==> src/rtl/alu_sequencer.sv <==
// alu_sequencer: runs 16-bit add/sub/shift commands as byte-wide steps on an
// external combinational 8-bit ALU, two ALU cycles (LO, HI) per step.
// Optional build macro: ALU_SEQ_ZERO_FLAG_EN -- FLAG takes (W == 0) on DONE entry.
module alu_sequencer #(
    parameter logic [2:0] OP_ADD   = 3'b010,
    parameter logic [2:0] OP_OTYPE = 3'b111,
    parameter logic [2:0] FN_SHL_X = 3'b000,
    parameter logic [2:0] FN_SHL_O = 3'b010,
    parameter logic [2:0] FN_SHR_X = 3'b011,
    parameter logic [2:0] FN_SHR_O = 3'b101
) (
    input  logic        clk,
    input  logic        reset,
    input  logic        start,
    input  logic [1:0]  cmd,
    input  logic [15:0] src_a,
    input  logic [15:0] src_b,
    input  logic [3:0]  shamt,
    output logic        busy,
    output logic        done,
    output logic [15:0] result,
    output logic        flag,
    output logic        overflow,
    output logic [7:0]  alu_a,
    output logic [7:0]  alu_b,
    output logic [2:0]  alu_op,
    output logic [2:0]  alu_func,
    output logic        alu_flag_in,
    output logic        alu_ovf_in,
    input  logic [7:0]  alu_out,
    input  logic        alu_flag_out,
    input  logic        alu_ovf_out,
    input  logic        alu_flag_wr,
    input  logic        alu_ovf_wr
);

    localparam logic [1:0] S_IDLE = 2'd0;
    localparam logic [1:0] S_LO   = 2'd1;
    localparam logic [1:0] S_HI   = 2'd2;
    localparam logic [1:0] S_DONE = 2'd3;

    localparam logic [1:0] CMD_ADD = 2'd0;
    localparam logic [1:0] CMD_SUB = 2'd1;
    localparam logic [1:0] CMD_SHL = 2'd2;
    localparam logic [1:0] CMD_SHR = 2'd3;

    logic [1:0]  state, state_nxt;
    logic [1:0]  cmd_q, cmd_nxt;
    logic [15:0] w, w_nxt;
    logic [15:0] b, b_nxt;
    logic [3:0]  cnt, cnt_nxt;
    logic [15:0] result_nxt;
    logic        flag_nxt, overflow_nxt, busy_nxt, done_nxt;
    logic [7:0]  alu_a_nxt, alu_b_nxt;
    logic [2:0]  alu_op_nxt, alu_func_nxt;
    logic        alu_flag_in_nxt, alu_ovf_in_nxt;
    logic        wr_hi, nxt_hi, nxt_step;
    logic [7:0]  byte_w, byte_b;

    // State and all registered outputs; reset wins over any request
    always_ff @(posedge clk) begin
        if (reset) begin
            state       <= S_IDLE;
            cmd_q       <= 2'd0;
            w           <= 16'd0;
            b           <= 16'd0;
            cnt         <= 4'd0;
            result      <= 16'd0;
            flag        <= 1'b0;
            overflow    <= 1'b0;
            busy        <= 1'b0;
            done        <= 1'b0;
            alu_a       <= 8'd0;
            alu_b       <= 8'd0;
            alu_op      <= 3'd0;
            alu_func    <= 3'd0;
            alu_flag_in <= 1'b0;
            alu_ovf_in  <= 1'b0;
        end else begin
            state       <= state_nxt;
            cmd_q       <= cmd_nxt;
            w           <= w_nxt;
            b           <= b_nxt;
            cnt         <= cnt_nxt;
            result      <= result_nxt;
            flag        <= flag_nxt;
            overflow    <= overflow_nxt;
            busy        <= busy_nxt;
            done        <= done_nxt;
            alu_a       <= alu_a_nxt;
            alu_b       <= alu_b_nxt;
            alu_op      <= alu_op_nxt;
            alu_func    <= alu_func_nxt;
            alu_flag_in <= alu_flag_in_nxt;
            alu_ovf_in  <= alu_ovf_in_nxt;
        end
    end

    // Next state, datapath updates and next-cycle ALU drive
    always_comb begin
        state_nxt       = state;
        cmd_nxt         = cmd_q;
        w_nxt           = w;
        b_nxt           = b;
        cnt_nxt         = cnt;
        result_nxt      = result;
        flag_nxt        = flag;
        overflow_nxt    = overflow;
        alu_a_nxt       = 8'd0;
        alu_b_nxt       = 8'd0;
        alu_op_nxt      = 3'd0;
        alu_func_nxt    = 3'd0;
        alu_flag_in_nxt = 1'b0;
        alu_ovf_in_nxt  = 1'b0;
        // SHR works high byte first, everything else low byte first
        wr_hi           = (state == S_HI) ^ (cmd_q == CMD_SHR);
        nxt_hi          = 1'b0;
        nxt_step        = 1'b0;
        byte_w          = 8'd0;
        byte_b          = 8'd0;

        case (state)
            S_IDLE: begin
                if (start) begin
                    cmd_nxt   = cmd;
                    w_nxt     = src_a;
                    b_nxt     = src_b;
                    cnt_nxt   = shamt;
                    state_nxt = (cmd[1] && shamt == 4'd0) ? S_DONE : S_LO;
                end
            end
            S_LO, S_HI: begin
                if (wr_hi) w_nxt[15:8] = alu_out;
                else       w_nxt[7:0]  = alu_out;
                if (alu_ovf_wr)  overflow_nxt = alu_ovf_out;
                if (alu_flag_wr) flag_nxt     = alu_flag_out;
                if (state == S_LO) begin
                    state_nxt = S_HI;
                end else if (cmd_q[1]) begin
                    cnt_nxt   = cnt - 4'd1;
                    state_nxt = (cnt_nxt != 4'd0) ? S_LO : S_DONE;
                end else begin
                    state_nxt = S_DONE;
                end
            end
            default: state_nxt = S_IDLE;
        endcase

        if (state_nxt == S_DONE) begin
            result_nxt = w_nxt;
`ifdef ALU_SEQ_ZERO_FLAG_EN
            flag_nxt   = (w_nxt == 16'h0000);
`endif
        end

        busy_nxt = (state_nxt != S_IDLE);
        done_nxt = (state_nxt == S_DONE);

        nxt_step = (state_nxt == S_LO) || (state_nxt == S_HI);
        if (nxt_step) begin
            nxt_hi = (state_nxt == S_HI) ^ (cmd_nxt == CMD_SHR);
            byte_w = nxt_hi ? w_nxt[15:8] : w_nxt[7:0];
            byte_b = nxt_hi ? b_nxt[15:8] : b_nxt[7:0];
            alu_a_nxt       = byte_w;
            alu_flag_in_nxt = flag_nxt;
            case (cmd_nxt)
                CMD_ADD: begin
                    alu_op_nxt     = OP_ADD;
                    alu_b_nxt      = byte_b;
                    alu_ovf_in_nxt = (state_nxt == S_HI) ? overflow_nxt : 1'b0;
                end
                CMD_SUB: begin
                    alu_op_nxt     = OP_ADD;
                    alu_b_nxt      = ~byte_b;
                    alu_ovf_in_nxt = (state_nxt == S_HI) ? overflow_nxt : 1'b1;
                end
                CMD_SHL: begin
                    alu_op_nxt     = OP_OTYPE;
                    alu_func_nxt   = (state_nxt == S_HI) ? FN_SHL_O : FN_SHL_X;
                    alu_ovf_in_nxt = (state_nxt == S_HI) ? overflow_nxt : 1'b0;
                end
                default: begin
                    alu_op_nxt     = OP_OTYPE;
                    alu_func_nxt   = (state_nxt == S_HI) ? FN_SHR_O : FN_SHR_X;
                    alu_ovf_in_nxt = (state_nxt == S_HI) ? overflow_nxt : 1'b0;
                end
            endcase
        end
    end

endmodule
==> config.mk <==
export PLATFORM = sky130hd
export DESIGN_NAME = alu_sequencer
export DESIGN_NICKNAME = d
export VERILOG_FILES = /design/src/rtl/alu_sequencer.sv
export SDC_FILE = /design/constraint.sdc
export NUM_CORES = 1
export LEC_CHECK = 0
export ABC_AREA = 1
export CORE_UTILIZATION = 35
export CTS_CLUSTER_DIAMETER = 50
export DETAILED_ROUTE_END_ITERATION = 10
export PLACE_DENSITY = 0.66
export SLEW_MARGIN = 20
export SYNTH_ARGS = -nofsm -noshare
export SYNTH_HDL_FRONTEND = slang
export SYNTH_SLANG_ARGS = --single-unit
==> constraint.sdc <==
create_clock -name clk -period 3.5 [get_ports clk]
set_clock_uncertainty 0.2 [all_clocks]
set_input_delay 0.875 -clock clk [delete_from_list [all_inputs] [get_ports clk]]
set_output_delay 0.875 -clock clk [all_outputs]
set_load 0.05 [all_outputs]
Word level (Yosys, flattened, before mapping)

Index checks and enable logic that the tools add are counted.

Flip-flop bits (word level): 84
Input bits: 53
Output and inout port bits: 44
Logic and storage cells: 77

Add/sub/neg operators: 1
Equal/unequal tests: 12
Muxes and demuxes: 32
Bitwise gates (word level): 4
Reductions and logical operators: 12

Operators by type and width:

| kind                                             | count |
|---|---|
| two-way mux 16 bit                               | 3 |
| two-way mux 8 bit                                | 4 |
| one-hot mux 16 bit (2 select lines)              | 1 |
| two-way mux 2 bit                                | 8 |
| one-hot mux 8 bit (2 select lines)               | 1 |
| == test 2 bit, second input constant             | 6 |
| two-way mux 4 bit                                | 3 |
| inverter 8 bit                                   | 1 |
| one-hot mux 4 bit (2 select lines)               | 1 |
| two-way mux 1 bit                                | 7 |
| == test 2 x 1 -> 1 bit, second input constant    | 3 |
| two-way mux 3 bit                                | 2 |
| inequality test 2 bit, second input constant     | 3 |
| one-hot mux 3 bit (2 select lines)               | 1 |
| OR reduction 2 bit                               | 3 |
| logical NOT 2 bit                                | 2 |
| logical NOT 4 bit                                | 1 |
| one-hot mux 2 bit (2 select lines)               | 1 |
| AND reduction 4 bit                              | 1 |
| nonzero test 2 bit                               | 2 |
| nonzero test 4 bit                               | 1 |
| subtractor 4 x 1 -> 4 bit, second input constant | 1 |
| bitwise XOR 1 bit                                | 2 |
| logical AND 1 bit                                | 1 |
| other kinds (2)                                  | 2 |

Depth between registers and ports, before layout

Depth after elaboration: 11
Mapped depth: 17
Depth with buffers taken out: 15

Worst setup path before layout

No wires, ideal clock.

Path type: input-to-reg
From: input start
To: register alu_b[3]
Library setup time: 0.113 ns
Arrival: 2.467 ns
Data required time: 3.187 ns
Setup slack: 0.720 ns
Cell stages on the path: 15
Path through: nand2_2 > buf_6 > nand2_1 > nand2_2 > inv_2 > nor2_1 > ha_1 > buf_2 > inv_1 > buf_1 > nand2_1 > nand2_1 > nand2_1 > nand2_1 > nor2_1

Longest elaborated chain between the ends: 7
Elaborated cells between the ends (all ways): 18

Ends and longest elaborated chain:

| element                                                                 | line     | source |
|---|---|---|
| from (decl)                                                             | 14       | `input logic start,` |
| two-way mux 2 bit                                                       | 124      | `if (start) begin` |
| one-hot mux 2 bit (2 select lines) or two-way mux 2 bit (tied branches) | 122      | `case (state)` |
| == test 2 bit (on tied branches)                                        | 159, 161 |  |
| bitwise XOR 1 bit                                                       | 161      | `nxt_hi = (state_nxt == S_HI) ^ (cmd_nxt == CMD_SHR);` |
| two-way mux 8 bit                                                       | 163      | `byte_b = nxt_hi ? b_nxt[15:8] : b_nxt[7:0];` |
| inverter 8 bit                                                          | 174      | `alu_b_nxt = ~byte_b;` |
| one-hot mux 8 bit (2 select lines)                                      | 166      | `case (cmd_nxt)` |
| to (signal assigned)                                                    | 91       | `alu_b <= alu_b_nxt;` |
| to (decl)                                                               | 25       | `output logic [7:0] alu_b,` |

Parallel ways exist; a longest one is shown, timed or not.
A chain may end at the register's enable or synchronous reset.

Worst setup path after layout

From: input start
To: register alu_a[6]

Longest elaborated chain between the ends: 6
Elaborated cells between the ends (all ways): 14

Ends and longest elaborated chain:

| element                                                 | line     | source |
|---|---|---|
| two-way mux 2 bit                                       | 124      |  |
| one-hot mux 2 bit (2 select lines)                      | 122      |  |
| == test 2 x 1 -> 1 bit or == test 2 bit (tied branches) | 159, 161 |  |
| logical OR 1 bit                                        | 159      | `nxt_step = (state_nxt == S_LO) \|\| (state_nxt == S_HI);` |
| inverter 1 bit (no line)                                | n/a      |  |
| OR reduction 2 bit (no line)                            | n/a      |  |
| to (signal assigned)                                    | 90       | `alu_a <= alu_a_nxt;` |
| to (decl)                                               | 24       | `output logic [7:0] alu_a,` |

Parallel ways exist; a longest one is shown, timed or not.

==> qor.yml <==
cts:
  clk_latency_ns: 0.35
  post_cts_buffers: 0
  ctsHoldBuffers: 0
  cts_tree: "yes"
  clock-sinks: 83
  clockRootBuffer: "clkbuf_8"
  numCtsBuffers: 9
  htreeDepth: 3
  ctsResizeCount: 0
  cts_buffer_depth: 2
  clk_pin_slew_ns: 0.09
cells_and_area:
  syn_to_final_growth_pct: 33.7
  num-nets-final: 709
  final_area_um2: 5100
  antenna_cells: 0
  drive_gt1_share_pct: 7.38
drt:
  postRouteAntennaNets: 0
  dr.pass1.iters: 4
  viasPerCell: 4.64
  wl_um: 10100
  initialDrtViolationCount: 176
  avgRoutedWirePerCell_um: 12.8
  drc: 0
  vias: 3646
logic_synthesis:
  syn-num-nets: 615
  synth_top_area_share_pct: 43.5
  avgSynthCellArea_um2: 6.93
  synth.distinct_cells: 30
  netlist_instances: 551
  ys_seq_area_share_pct: 43.5
  yosys_warnings: 0
  syn_area_um2: 3820
  synth_seq_cells: 83
  synth_top_area_cell: "dfxtp_1"
  synthTopCellsByArea: "dfxtp_1, nand2_1, nor2_1, inv_1, nand3_1"
global_route:
  grt_remaining_overflow: 0
  grt_pass1_wl_um: 16400
  grt_max_degree: 50
  first_global_vias: 3513
  grt_util_met2_pct: 31.5
  grt-busiest-layer: "met2"
  grt_use_met1_pct: 23.4
  groute.usage.overall_pct: 18.3
  grt_antenna_before_repair: 0
  gr-usage-met3_pct: 3.25
worst_setup_path:
  setup.worst_path.class: "primary input to flip-flop"
  critPathMaxStageDelay_ns: 0.49
  worst-path-stages: 13
  crit_arrival_ns: 2.94
  crit_fanout: 16
  timing.rr.start: "state[0]$_SDFF_PP0_"
  crit_start: "start"
  r2r_cells: 14
  endpoint_kind: "flip-flop"
  critical_path.cell_chain: "clkdlybuf4s50_1 -> nand2_2 -> clkinv_1 -> nand2_1 -> nand2_2 -> inv_2 -> nor2_1 -> ha_1 -> inv_1 -> buf_4 -> nand3_1 -> nand2_1 -> nor2_1"
  critPathSlowestCell: "clkdlybuf4s50_1"
  critical_path_buf_inv_count: 5
  crit_path_start_kind: "primary input"
  crit_family: "buffers and inverters"
  required_ns: 3.54
sta:
  final-hold-violation-count: 0
  slew_viol_final: 0
  maxSlewHeadroom_pct: 65.6
  setup_tns_ns: 0
  rsz0062_at_grt: "no"
  worst_pin_slew_ns: 0.513
  finalCriticalPeriod_ns: 2.90
  setup_viol: 0
  fin_crit_sh_pct: 82.8
  max_freq_mhz: 345
placement:
  place.gp.congestion: 0.832
  numPortBuffers: 96
  place_area_um2: 4900
  hpwl_um: 7400
die:
  die_w_um: 106
  dieArea_um2: 11300
  die_h_um: 106
  ios: 97
  num_rows: 37
  start_util_pct: 36.5
  core_um2: 10500
job:
  maxCapViolations: 0
status:
  status: "finished clean"
power_and_ir_drop:
  p_leak_uw: 0.00242
  p_per_area_nw_per_um2: 1070
  vdd_ir_drop_max_uv: 544
worst_hold_path:
  hp-start: "w[11]$_SDFF_PP0_"
  min_path_type: "flip-flop to flip-flop"
  whs_path_depth: 2
==> final timing paths <==
path	to	slack, ns
setup / recovery	alu_a[6]$_SDFF_PP0_	0.60
setup reg to reg	alu_a[6]$_SDFF_PP0_	0.79
hold reg to reg	w[11]$_SDFF_PP0_	0.27
hold / removal	w[11]$_SDFF_PP0_	0.27
==> sequential cells by signal (all words and copies together) (netlist names) <==
name	cells
alu_a	8
alu_b	8
alu_flag_in	1
alu_func	3
alu_op	2
alu_ovf_in	1
b	16
busy	1
cmd_q	2
cnt	4
done	1
flag	1
overflow	1
result	16
state	2
w	16
==> cell usage after synthesis <==
master    number
ha_1          11
buf_1          2
nor3_2         1
xnor2_1        1
inv_2          3
nor2_1        76
nand2_4        2
mux2i_1        1
buf_2          5
clkinv_1       2
dfxtp_1       83
buf_4          4
o21ai_0       17
inv_1         52
a21oi_1       32
nand3_2        1
nor3b_1        1
xor2_1         1
nor2_4         1
o211ai_1       1
o21ai_2        8
buf_6          3
nand3_1       34
nand2_1      186
o21ai_4        1
o21bai_1       8
clkbuf_1       8
nor3_1         1
or2_2          1
nand2_2        4
==> layer usage <==
| layer | share of wire, % | up-vias |
|---|---|---|
| met1 | 47 | 1642 |
| li1 | - | 1886 |
| met4 | 1.1 | 0 |
| met2 | 47 | 106 |
| met3 | 4.6 | 12 |
| met5 | 0 | - |
==> layout by cell type, fill, tap and decap left out, drive strengths merged, types with 2 or more instances in the layout <==
cell type / count
buf: 10
o21bai: 8
nor3: 2
ha: 11
clkinvlp: 2
a21oi: 32
nand3: 35
nand2: 192
clkdlybuf4s50: 95
clkinv: 2
nor2: 77
clkbuf: 9
dfxtp: 83
o21ai: 26
inv: 59
==> cell families after synthesis <==
group,after synthesis,share of synthesized area (%)
adders and majority gates,11,3.61
buffers and inverters,79,8.92
muxes,1,0.262
AOI/OAI and AO/OA,67,10.5
and+or+nand+nor,308,32.8
DFF,83,43.5
xor gates and xnor gates,2,0.459
==> worst register-to-register path: stages (launching register included) <==
cell and delay [ns]:
dfxtp_1 0.40, inv_1 0.11, ha_1 0.27, nand2_2 0.18, clkinv_1 0.11, nand2_1 0.08
nand2_2 0.09, inv_2 0.09, nor2_1 0.06, ha_1 0.28, inv_1 0.24, buf_4 0.28
nand3_1 0.11, nand2_1 0.07, nor2_1 0.04
==> per-stage QoR <==
stage	worst slack, ns	hold WS, ns	cells	utilization [%]	power (uW)
after floorplan	0.720	0.246	551	-	3840
after global placement	0.348	0.255	770	46.8	4690
after detailed placement	0.255	0.260	770	46.8	4770
after CTS	0.619	0.273	786	48.8	5510
after global routing	0.385	0.300	786	48.8	5940
final	0.601	0.272	786	48.8	5480
==> power breakdown <==
group / internal [uW] / switching [uW] / leakage [uW]
combinational: 1120 / 2250 / 0.00164
sequential: 1260 / 129 / 0.000681
clock: 343 / 381 / 0.0000988
total: 2720 / 2760 / 0.00242
==> layout make-up <==
class                           count  area [um^2]
Sequential cell                    83         1660
Tap cell                          136          170
Fill cell                        1052         5360
Clock inverter                      7         82.6
Timing Repair Buffer              105         1040
Inverter                           57          214
Clock buffer                        9          124
Multi-Input combinational cell    389         1820
Note: power is estimated with default switching activity, not from simulation.
